[src/rtl/ifu_decode_pkg.sv]
// Shared decode definitions: instruction format classes, bus types and base opcodes.
package ifu_decode_pkg;

    localparam int TYPE_W = 3;
    localparam int REG_W  = 5;

    typedef logic [TYPE_W-1:0] type_bus_t;
    typedef logic [REG_W-1:0]  reg_bus_t;

    localparam type_bus_t INST_R = 3'd0;
    localparam type_bus_t INST_I = 3'd1;
    localparam type_bus_t INST_S = 3'd2;
    localparam type_bus_t INST_B = 3'd3;
    localparam type_bus_t INST_U = 3'd4;
    localparam type_bus_t INST_J = 3'd5;

    localparam logic [6:0] OP_REG    = 7'b0110011;
    localparam logic [6:0] OP_IMM    = 7'b0010011;
    localparam logic [6:0] OP_LOAD   = 7'b0000011;
    localparam logic [6:0] OP_JALR   = 7'b1100111;
    localparam logic [6:0] OP_SYSTEM = 7'b1110011;
    localparam logic [6:0] OP_STORE  = 7'b0100011;
    localparam logic [6:0] OP_BRANCH = 7'b1100011;
    localparam logic [6:0] OP_LUI    = 7'b0110111;
    localparam logic [6:0] OP_AUIPC  = 7'b0010111;
    localparam logic [6:0] OP_JAL    = 7'b1101111;

    // addi x0,x0,0
    localparam logic [31:0] INST_NOP = 32'h0000_0013;

endpackage

[src/rtl/ifu_decode_inst_classify.sv]
// Maps an instruction's opcode and register fields to its format class and the
// RV32E legality flag. Purely combinational so the difftest checker can reuse it.
module ifu_decode_inst_classify
    import ifu_decode_pkg::*;
(
    input  logic [6:0] opcode,
    input  reg_bus_t   rd,
    input  reg_bus_t   rs1,
    input  reg_bus_t   rs2,
    output type_bus_t  type3,
    output logic       illegal
);

    logic use_rd;
    logic use_rs1;
    logic use_rs2;
    logic bad_op;
    logic unused_lo;

    always_comb begin
        type3   = INST_R;
        use_rd  = 1'b1;
        use_rs1 = 1'b1;
        use_rs2 = 1'b1;
        bad_op  = 1'b0;
        case (opcode)
            OP_REG: ;
            OP_IMM, OP_LOAD, OP_JALR, OP_SYSTEM: begin
                type3   = INST_I;
                use_rs2 = 1'b0;
            end
            OP_STORE: begin
                type3  = INST_S;
                use_rd = 1'b0;
            end
            OP_BRANCH: begin
                type3  = INST_B;
                use_rd = 1'b0;
            end
            OP_LUI, OP_AUIPC: begin
                type3   = INST_U;
                use_rs1 = 1'b0;
                use_rs2 = 1'b0;
            end
            OP_JAL: begin
                type3   = INST_J;
                use_rs1 = 1'b0;
                use_rs2 = 1'b0;
            end
            default: bad_op = 1'b1;
        endcase
    end

    // RV32E only has x0..x15, so bit 4 of any register index the format uses is fatal
    assign illegal = bad_op | (use_rd & rd[4]) | (use_rs1 & rs1[4]) | (use_rs2 & rs2[4]);

    assign unused_lo = ^{rd[3:0], rs1[3:0], rs2[3:0]};

endmodule

[src/rtl/ifu_decode.sv]
// Fetch stage of the multicycle RV32E core: owns the PC, fetches one instruction
// at a time and presents the latched word and its fields until downstream takes it.
//
// state   | meaning
// FETCH   | request pending on imem, imem_addr = pc
// WAIT    | request accepted, waiting for response or timeout
// HOLD    | instruction latched, out_valid high until out_ready
module ifu_decode
    import ifu_decode_pkg::*;
#(
    parameter logic [31:0] RESET_PC = 32'h8000_0000,
    parameter int unsigned TIMEOUT  = 255
) (
    input  logic        clk,
    input  logic        rst,
    output logic        imem_req_valid,
    input  logic        imem_req_ready,
    output logic [31:0] imem_addr,
    input  logic        imem_rsp_valid,
    input  logic [31:0] imem_rsp_data,
    output logic        out_valid,
    input  logic        out_ready,
    input  logic [31:0] npc,
    output logic [31:0] pc,
    output logic [31:0] inst,
    output reg_bus_t    rs1,
    output reg_bus_t    rs2,
    output reg_bus_t    rd,
    output logic [2:0]  funct3,
    output logic [6:0]  funct7,
    output type_bus_t   type3,
    output logic        illegal,
    output logic        fetch_err
);

    typedef enum logic [1:0] {
        S_FETCH,
        S_WAIT,
        S_HOLD
    } state_e;

    localparam int CNT_W = (TIMEOUT > 1) ? $clog2(TIMEOUT + 1) : 1;
    localparam logic [CNT_W-1:0] CNT_LAST = CNT_W'(TIMEOUT - 1);

    state_e           state;
    logic [CNT_W-1:0] wait_cnt;
    logic             npc_lo_unused;

    always_ff @(posedge clk or posedge rst) begin
        if (rst) begin
            state          <= S_FETCH;
            pc             <= RESET_PC;
            inst           <= INST_NOP;
            out_valid      <= 1'b0;
            imem_req_valid <= 1'b1;
            fetch_err      <= 1'b0;
            wait_cnt       <= '0;
        end else begin
            case (state)
                S_FETCH: begin
                    if (imem_req_ready) begin
                        state          <= S_WAIT;
                        imem_req_valid <= 1'b0;
                        wait_cnt       <= '0;
                    end
                end
                S_WAIT: begin
                    wait_cnt <= wait_cnt + 1'b1;
                    // a response on the last allowed cycle still wins over the timeout
                    if (imem_rsp_valid) begin
                        inst      <= imem_rsp_data;
                        state     <= S_HOLD;
                        out_valid <= 1'b1;
                    end else if (wait_cnt == CNT_LAST) begin
                        fetch_err <= 1'b1;
                        inst      <= INST_NOP;
                        state     <= S_HOLD;
                        out_valid <= 1'b1;
                    end
                end
                S_HOLD: begin
                    if (out_ready) begin
                        pc             <= {npc[31:2], 2'b00};
                        state          <= S_FETCH;
                        out_valid      <= 1'b0;
                        imem_req_valid <= 1'b1;
                    end
                end
                default: begin
                    state          <= S_FETCH;
                    out_valid      <= 1'b0;
                    imem_req_valid <= 1'b1;
                end
            endcase
        end
    end

    // misaligned targets are flagged downstream; the low bits are simply dropped here
    assign npc_lo_unused = ^npc[1:0];

    assign imem_addr = pc;
    assign rd        = inst[11:7];
    assign funct3    = inst[14:12];
    assign rs1       = inst[19:15];
    assign rs2       = inst[24:20];
    assign funct7    = inst[31:25];

    ifu_decode_inst_classify u_classify (
        .opcode  (inst[6:0]),
        .rd      (rd),
        .rs1     (rs1),
        .rs2     (rs2),
        .type3   (type3),
        .illegal (illegal)
    );

endmodule

[config.mk]
export PLATFORM = sky130hd
export DESIGN_NAME = ifu_decode
export DESIGN_NICKNAME = d
export VERILOG_FILES = /design/src/rtl/ifu_decode_pkg.sv /design/src/rtl/ifu_decode_inst_classify.sv /design/src/rtl/ifu_decode.sv
export SDC_FILE = /design/constraint.sdc
export NUM_CORES = 1
export LEC_CHECK = 0
export CAP_MARGIN = 20
export CORE_AREA = 2 2 86 121
export CTS_BUF_LIST = sky130_fd_sc_hd__clkbuf_4 sky130_fd_sc_hd__clkbuf_8
export DETAILED_ROUTE_END_ITERATION = 16
export DIE_AREA = 0 0 88 123
export GPL_TIMING_DRIVEN = 1
export PLACE_DENSITY_LB_ADDON = 0.2
export SKIP_LAST_GASP = 1
export SLEW_MARGIN = 20
export SYNTH_ARGS = -nofsm -noshare
export SYNTH_HDL_FRONTEND = slang
export SYNTH_SLANG_ARGS = --single-unit
export TNS_END_PERCENT = 100
[constraint.sdc]
create_clock -name clk -period 2.32 [get_ports clk]
set_input_delay 0.348 -clock clk [delete_from_list [all_inputs] [get_ports clk]]
set_output_delay 0.348 -clock clk [all_outputs]
set_load 0.005 [all_outputs]
=== Word level (Yosys, flattened, before mapping) ===
Index checks and enable logic that the tools add are counted.

* Output and inout bits: 128
* Register bits after elaboration: 75
* Memories kept: 0
* Logic and storage cells: 70
* Bits in writable memories: 0
* ROM bits: 0
* Latch bits: 0
* Input bits: 69

* Eq/ne operators: 16
* Divide/modulo/power cells: 0
* Bitwise gates (word level): 9
* $add $sub $neg: 1
* $mul: 0
* Shift operators: 0
* Reductions and logical operators: 16
* Order comparisons: 0
* Muxes and demuxes: 21

{| class="wikitable"
|+ Operators by type and width
! operator !! count
|-
| $mux W32 || 2
|-
| $eq A7 B7 Y1 const B || 4
|-
| $eq A7 B6 Y1 const B || 3
|-
| $pmux W8 S2 || 1
|-
| $pmux W3 S5 || 1
|-
| $eq A7 B5 Y1 const B || 2
|-
| $reduce_and A3 Y1 || 4
|-
| $reduce_or A10 Y1 || 1
|-
| $mux W1 || 9
|-
| $add A8 B1 Y8 const B || 1
|-
| $eq A8 B8 Y1 const B || 1
|-
| $mux W2 || 4
|-
| $mux W8 || 1
|-
| $eq A7 B2 Y1 const B || 1
|-
| $reduce_or A7 Y1 || 1
|-
| $pmux W1 S3 || 2
|-
| $pmux W2 S3 || 1
|-
| $reduce_and A2 Y1 || 3
|-
| $ne A2 B2 Y1 const B || 2
|-
| $reduce_bool A2 Y1 || 2
|-
| $reduce_or A2 Y1 || 2
|-
| $reduce_or A4 Y1 || 1
|-
| $and A1 B1 Y1 || 3
|-
| $ne A3 B3 Y1 const B || 1
|-
| other kinds (6) || 10
|}

=== Longest topological paths before layout ===
Gate-level depths: netlist of run 1.

* Depth after elaboration: 7
* Mapped depth: 7
* Depth with buffers taken out: 5

=== By module ===
Synthesis of run 1 repeated with hierarchy kept, for this count alone.

* Cells, all modules: 344
* Area total of the unflattened synthesis: 3797.4 µm²

{| class="wikitable"
|+ Modules (own cells, without submodules)
! module !! seq. area each (µm²) !! cells each !! instances !! area an instance (µm²)
|-
| ifu_decode || 1883.1 || 325 || 1 || 3678.5
|-
| ifu_decode_inst_classify || 0.0 || 19 || 1 || 118.9
|}

=== Least setup slack after synthesis of run 1 ===
Ideal clock, no wire load.

* Path kind: register -> output
* Start point: register inst[4]
* End point: output illegal
* Buffers on the path: 0
* Arrival: 1322 ps
* Data required time: 1972 ps
* Slack: 650 ps
* Stages on the path, launching flop included: 4
* Cell sequence: dfstp_2 -> or3b_2 -> a21oi_1 -> o22ai_1

* Longest elaborated chain between the ends: 7
* Elaborated cells between the ends (all ways): 24

{| class="wikitable"
|+ RTL lines
! what !! line !! source
|-
| start: declaration || ifu_decode.sv:25 || <nowiki>output logic [31:0] inst,</nowiki>
|-
| start signal: assignment || ifu_decode.sv:71 || <nowiki>inst <= imem_rsp_data;</nowiki>
|-
| $eq A7 B6 Y1 / $eq A7 B7 Y1 (equally long branches) || ifu_decode_inst_classify.sv:26 || <nowiki>case (opcode)</nowiki>
|-
| $reduce_or A2 Y1 (no source line) || - ||
|-
| $mux W1 || ifu_decode_inst_classify.sv:26 ||
|-
| $and A1 B1 Y1 || ifu_decode_inst_classify.sv:55 || <nowiki>assign illegal = bad_op | (use_rd & rd[4]) | (use_rs1 & rs1[4]) | (use_rs2 & rs2[4]);</nowiki>
|-
| $or A1 B1 Y1 (2 in a row) || ifu_decode_inst_classify.sv:55 ||
|-
| $or A1 B1 Y1 * || ifu_decode_inst_classify.sv:55 ||
|-
| end: declaration || ifu_decode.sv:32 || <nowiki>output logic illegal,</nowiki>
|}

Mark *: on every way between the ends. The rest lies on a longest branch, timed or not.

=== Final worst setup path of run 1 ===
* Start point: register inst[4]
* End point: output type3[2]

* Longest elaborated chain between the ends: 3
* Elaborated cells between the ends (all ways): 12

{| class="wikitable"
|+ RTL lines
! what !! line !! source
|-
| $eq A7 B5 Y1 (tied with other cells) || ifu_decode_inst_classify.sv:26 ||
|-
| $reduce_or A4 Y1 / $reduce_or A2 Y1 (equally long branches) || - ||
|-
| $pmux W3 S5 * || ifu_decode_inst_classify.sv:26 ||
|-
| end: declaration || ifu_decode.sv:31 || <nowiki>output type_bus_t type3,</nowiki>
|}

Marked as above.

==> flow_metrics.py, run 1 <==
metrics = {
    "run_status": {
        "status": "completed",
    },
    "yosys": {
        "synth_seq_area_share": 0.549,
        "ys_ff_latch": 75,
        "yosysTopAreaCellShare": 0.511,
        "ys_types": 39,
        "avgSynthCellArea_um2": 12.3,
        "yosysWarnings": 0,
        "synth_area_leader_cell": "dfrtp_1",
        "netlist_instances": 280,
        "synthesis.area_um2": 3430,
        "ys_top_cells_by_area": "dfrtp_1, buf_4, mux2_2",
    },
    "die": {
        "pin_count": 197,
        "die_w_um": 88,
        "chipHeight_um": 123,
        "start_util": 0.352,
        "die_area_um2": 10800,
        "core_area_um2": 9740,
        "row_count": 43,
    },
    "setup_path": {
        "arrival_ps": 1890,
        "cp-end-kind": "output pin",
        "cp_num_buf_inv": 2,
        "cp_cell_sequence": "or3b_2 -> a21oi_2 -> buf_4 -> dlygate4sd2_1",
        "worst_setup_path_start_kind": "register",
        "crit_family": "flip-flops",
        "cp_data_required_time_ps": 1970,
        "critPathSlowestCell": "dfstp_2",
        "crit_path_max_fanout": 4,
        "worstSetupPathType": "register to output pin",
        "max_stage_delay_ps": 560,
    },
    "route": {
        "num_vias": 2564,
        "detail_route.vias_per_cell": 4.58,
        "drc_errors": 0,
        "first_pass_iters": 4,
        "drtIter0Drc": 96,
        "wl_per_cell_um": 14.9,
        "postRouteAntennaNets": 0,
        "wl_um": 8360,
    },
    "run": {
        "maxCapViolCount": 0,
    },
    "timing": {
        "fin_setup_tns_ps": 0,
        "period_needed_ps": 2240,
        "worst_slack_ps": 77.6,
        "setup_viol": 0,
        "hold_violations": 0,
        "drv_slew": 0,
        "skew_ps": 10.9,
        "period_share": 0.967,
        "max_freq_mhz": 446,
        "rsz0062_at_grt": "no",
    },
    "power": {
        "power_density_nw_per_um2": 1310,
        "p_switching_mw": 2.05,
        "ir_worst_vdd_uv": 558,
        "pwr-share-comb": 0.491,
        "leakagePower_nw": 2.23,
        "pwr-share-seq": 0.353,
        "p_clk_frac": 0.156,
        "switching_share": 0.294,
        "intPower_mw": 4.93,
    },
    "clock_tree": {
        "cts_sinks": 75,
        "cts_buffer_depth": 2,
        "insertion_delay_ps": 360,
        "cts_buffers": 9,
        "cts-root-buf": "clkbuf_8",
        "htree_num_levels": 3,
        "clk_pin_slew_worst_paths_ps": 80,
        "cts_tree": "done",
        "cts_hold_buf": 0,
    },
    "cells_and_area": {
        "drive_above_1_share": 0.153,
        "layout_commonest_cell": "clkdlybuf4s50_1",
        "final_cell_mix": "clkdlybuf4s50_1, dfrtp_1, mux2_2",
        "nets": 491,
        "fillCellCount": 861,
        "area_growth_pct": 54.7,
        "n_antenna_cell": 0,
    },
    "grt": {
        "grt_pass1_wl_um": 12700,
        "overflow": 0,
        "grt_pass1_vias": 2374,
        "grt_start_max_net_pins": 76,
        "grtUsageTotal": 0.155,
        "grt_antenna_before_repair": 0,
    },
    "placement": {
        "port_buffers": 190,
        "pre_cts_ws_ps": 175,
        "dp.final_hpwl_um": 6070,
        "gp_congestion": 0.761,
    },
    "hold_path": {
        "hold_path.class": "input port to asynchronous set/reset pin",
    },
}
## cell families after synthesis
logic type      Yosys count  share of synthesized area
xor+xnor                  1                    0.00255
buf+inv                  74                      0.155
flops                    75                      0.549
simple gates             45                     0.0693
compound gates           52                      0.117
mux                      30                     0.0985
other cells               1                    0.00109
fa+ha+maj                 2                    0.00729
## layout make-up
class,count,area (µm²),area share
flip-flops and latches,75,1880,0.355
well taps,135,169,0.0318
inverters,4,15.0,0.00283
clock inverters,7,92.6,0.0174
multi-input cells,134,1050,0.198
clock buffers,9,124,0.0233
repair buffers,196,1970,0.371
## through the flow
step           utilization  hold slack [ps]  cell area [µm²]  power, mW  std cells
2_1_floorplan            -              444             3440       4.12        283
3_3_place_gp         0.519              455             5050       5.84        542
3_5_place_dp         0.519              446             5050       5.91        542
4_1_cts              0.543              397             5290       7.06        559
5_1_grt              0.545              416             5310       7.45        560
6_report             0.545              371             5310       6.97        560
## routing by layer
metal / global-route usage / vias up / part of all wire
met2: 0.253 / 99 / 0.52
met3: 0.0287 / 11 / 0.059
met4: 0.0837 / 0 / 0.023
li1: - / 1204 / -
met1: 0.192 / 1250 / 0.40
met5: 0 / - / 0
## synthesized netlist by cell type (all sizes together)
| library cell | instances |
|---|---|
| clkbuf | 1 |
| o22ai | 1 |
| nand4 | 2 |
| nand3b | 1 |
| or3b | 1 |
| o22a | 3 |
| a22o | 27 |
| o211ai | 2 |
| nor4 | 1 |
| o31ai | 3 |
| nand3 | 9 |
| nor4b | 1 |
| dfstp | 5 |
| xnor2 | 1 |
| dfrtp | 70 |
| and2 | 2 |
| o311a | 1 |
| conb | 1 |
| nand4b | 2 |
| nor3 | 1 |
| a21o | 1 |
| nor2 | 5 |
| inv | 4 |
| a41o | 1 |
| a21oi | 3 |
| ha | 2 |
| or2 | 1 |
| a21boi | 1 |
| nand2 | 14 |
| or3 | 1 |
| nand2b | 2 |
| buf | 69 |
| mux2 | 30 |
| and4 | 1 |
| nor2b | 1 |
| o21ai | 9 |
## power groups by stage
stage,combinational [mW],clock (mW),sequential [mW]
final,3.42,1.09,2.46
after global routing,3.69,1.19,2.57
after CTS,3.45,1.13,2.47
after detailed placement,3.41,0,2.49
after global placement,3.38,0,2.46
after floorplan,1.69,0,2.44
## registers in the layout, indices dropped and copies added, names as in the netlist
| signal | cells |
|---|---|
| imem_addr | 30 |
| imem_req_valid | 1 |
| fetch_err | 1 |
| out_valid | 1 |
| wait_cnt | 8 |
| inst | 32 |
| state | 2 |
## repair_timing
action                     4_1_cts  5_1_grt
gates resized for setup          6        2
cloned                           0        0
pin swaps                        0        1
setup buffers                    1        1
setup endpoints to repair        3        2
## worst min-delay path, stage by stage
cell	delay, ps
clkdlybuf4s50_1	410
inv_2	70
buf_12	320
## path summary, 6_finish.rpt
path                        startpoint       endpoint  slack, ps  depth (start not counted)
min in group clk             fetch_err      fetch_err        460                          1
max in group asynchronous          rst  imem_addr[31]       1560                          3
setup / recovery               inst[4]       type3[2]         80                          4
hold / removal                     rst  imem_addr[28]        370                          3
setup reg to reg           wait_cnt[0]       inst[27]        690                          6
hold reg to reg              fetch_err      fetch_err        460                          1
Power figures use the tool's default switching activity.
==> run 2, diff against run 1 <==
--- a/config.mk
+++ b/config.mk
@@ -6,10 +6,11 @@
 export NUM_CORES = 1
 export LEC_CHECK = 0
 export CAP_MARGIN = 20
-export CORE_AREA = 2 2 86 121
+export CORE_AREA = 2 2 76 108
 export CTS_BUF_LIST = sky130_fd_sc_hd__clkbuf_4 sky130_fd_sc_hd__clkbuf_8
 export DETAILED_ROUTE_END_ITERATION = 16
-export DIE_AREA = 0 0 88 123
+export DIE_AREA = 0 0 78 110
+export DONT_BUFFER_PORTS = 1
 export GPL_TIMING_DRIVEN = 1
 export PLACE_DENSITY_LB_ADDON = 0.2
 export SKIP_LAST_GASP = 1
@@ -17,4 +18,4 @@
 export SYNTH_ARGS = -nofsm -noshare
 export SYNTH_HDL_FRONTEND = slang
 export SYNTH_SLANG_ARGS = --single-unit
-export TNS_END_PERCENT = 100
+export TNS_END_PERCENT = 10
==> run 2 against run 1 <==
Clock-buffer cell count rose by 1. Critical endpoint is now illegal. Final area fell by 37%. Core utilization fell by 11 points. First-iteration DRC count rose by 1.0%. Die area fell by 21%. Critical path type unchanged. Global-route usage rose by 0.12 points.
==> flow_metrics.py, run 2 (synthesized netlist as in run 1, its figures left out) <==
metrics = {
    "run_status": {
        "status": "completed",
    },
    "timing": {
        "period_needed_ps": 2130,
        "max_freq_mhz": 468,
        "period_share": 0.920,
        "slew_headroom": 0.672,
        "skew_ps": 12.3,
        "drv_slew": 0,
        "rsz0062_at_grt": "no",
        "holdWs_ps": 93.9,
        "hold_violations": 0,
        "fin_setup_tns_ps": 0,
        "tightest_slew_ps": 486,
        "setup_viol": 0,
    },
    "route": {
        "postRouteAntennaNets": 0,
        "first_pass_iters": 4,
        "num_vias": 1861,
        "drtIter0Drc": 97,
        "drc_errors": 0,
        "wl_um": 6690,
        "wl_per_cell_um": 20.0,
        "detail_route.vias_per_cell": 5.57,
    },
    "grt": {
        "grtUsageTotal": 0.156,
        "grt_antenna_before_repair": 0,
        "overflow": 0,
        "grt_start_max_net_pins": 76,
        "grt_pass1_vias": 1877,
        "grt_pass1_wl_um": 10100,
    },
    "clock_tree": {
        "cts_tree": "done",
        "htree_num_levels": 3,
        "cts_buffer_depth": 2,
        "cts_buffers": 9,
        "cts-root-buf": "clkbuf_8",
        "insertion_delay_ps": 350,
        "post-cts-setup-buffer-count": 0,
        "cts_sinks": 75,
        "clk_pin_slew_worst_paths_ps": 80,
        "cts_resized": 0,
        "cts_hold_buf": 1,
    },
    "power": {
        "leakagePower_nw": 1.49,
        "intPower_mw": 3.08,
        "p_clk_frac": 0.211,
        "p_switching_mw": 1.74,
        "pwr-share-seq": 0.561,
        "ir_worst_vdd_uv": 581,
        "switching_share": 0.361,
        "power_density_nw_per_um2": 1450,
        "pwr-share-comb": 0.228,
    },
    "die": {
        "pin_count": 197,
        "die_w_um": 78,
        "start_util": 0.451,
        "core_area_um2": 7610,
        "die_area_um2": 8580,
        "chipHeight_um": 110,
        "row_count": 38,
    },
    "setup_path": {
        "worstSetupPathType": "register to output pin",
        "cp_data_required_time_ps": 1970,
        "cp-end-kind": "output pin",
        "arrival_ps": 1790,
        "crit_path_max_fanout": 7,
        "worst_setup_path_start_kind": "register",
    },
    "placement": {
        "gp_congestion": 0.717,
        "dp.final_hpwl_um": 4590,
        "port_buffers": 0,
    },
    "hold_path": {
        "hold_path.class": "input port to register",
    },
    "cells_and_area": {
        "nets": 300,
        "layout_commonest_cell": "dfrtp_1",
        "n_antenna_cell": 0,
        "final_cell_mix": "dfrtp_1, mux2_2, a22o_1",
        "regMostFlops": "inst",
        "largest_register_ffs": 32,
        "area_growth_pct": -3.32,
        "drive_above_1_share": 0.252,
    },
    "run": {
        "maxCapViolCount": 0,
    },
}
run 2: worst max-delay path, stage by stage, from the launching register on:
cell and delay [ps]:
dfstp_2 600, or3b_2 450, a21oi_1 230, o22ai_1 150
run 2: worst paths after layout:
kind / slack (ps) / depth (start not counted) / startpoint / to
max in group asynchronous: 1440 / 3 / rst / inst[1]
worst max register to register: 690 / 5 / wait_cnt[3] / inst[20]
worst min register to register: 500 / 1 / wait_cnt[5] / wait_cnt[5]
min in group asynchronous: 530 / 3 / rst / inst[17]
worst max-delay path: 190 / 3 / inst[4] / illegal
worst min-delay path: 90 / 1 / imem_rsp_valid / state[0]
run 2: metrics by stage:
step / total power [mW] / util / worst slack [ps] / instance area, µm² / instances
4_1_cts: 4.88 / 0.436 / 171 / 3320 / 334
3_3_place_gp: 3.80 / 0.408 / 572 / 3100 / 317
6_report: 4.82 / 0.436 / 185 / 3320 / 334
5_1_grt: 5.19 / 0.436 / 95.7 / 3320 / 334
3_5_place_dp: 3.86 / 0.408 / 570 / 3100 / 317
2_1_floorplan: 4.12 / - / 70.3 / 3440 / 283
run 2: cell type report:
class	count	area (µm²)
clock buffers	10	138
clock inverters	6	65.1
fillers	693	4290
inverters	4	15.0
multi-input cells	134	1030
flip-flops and latches	75	1880
well taps	100	125
repair buffers	5	65.1
run 2: power by group through the flow:
stage	clock network (mW)	logic, mW	registers (mW)
after floorplan	0	1.69	2.44
after global placement	0	1.08	2.72
after detailed placement	0	1.12	2.74
after CTS	1.04	1.12	2.72
after global routing	1.11	1.25	2.83
final	1.01	1.10	2.70
run 2: metal layers:
layer | routed length (µm) | vias to the layer above | track usage | share of wire
li1 | - | 821 | - | -
met2 | 3310 | 131 | 0.252 | 0.49
met3 | 573 | 11 | 0.0611 | 0.086
met4 | 137 | 0 | 0.0827 | 0.020
met5 | 0 | - | 0 | 0
met1 | 2670 | 898 | 0.179 | 0.40
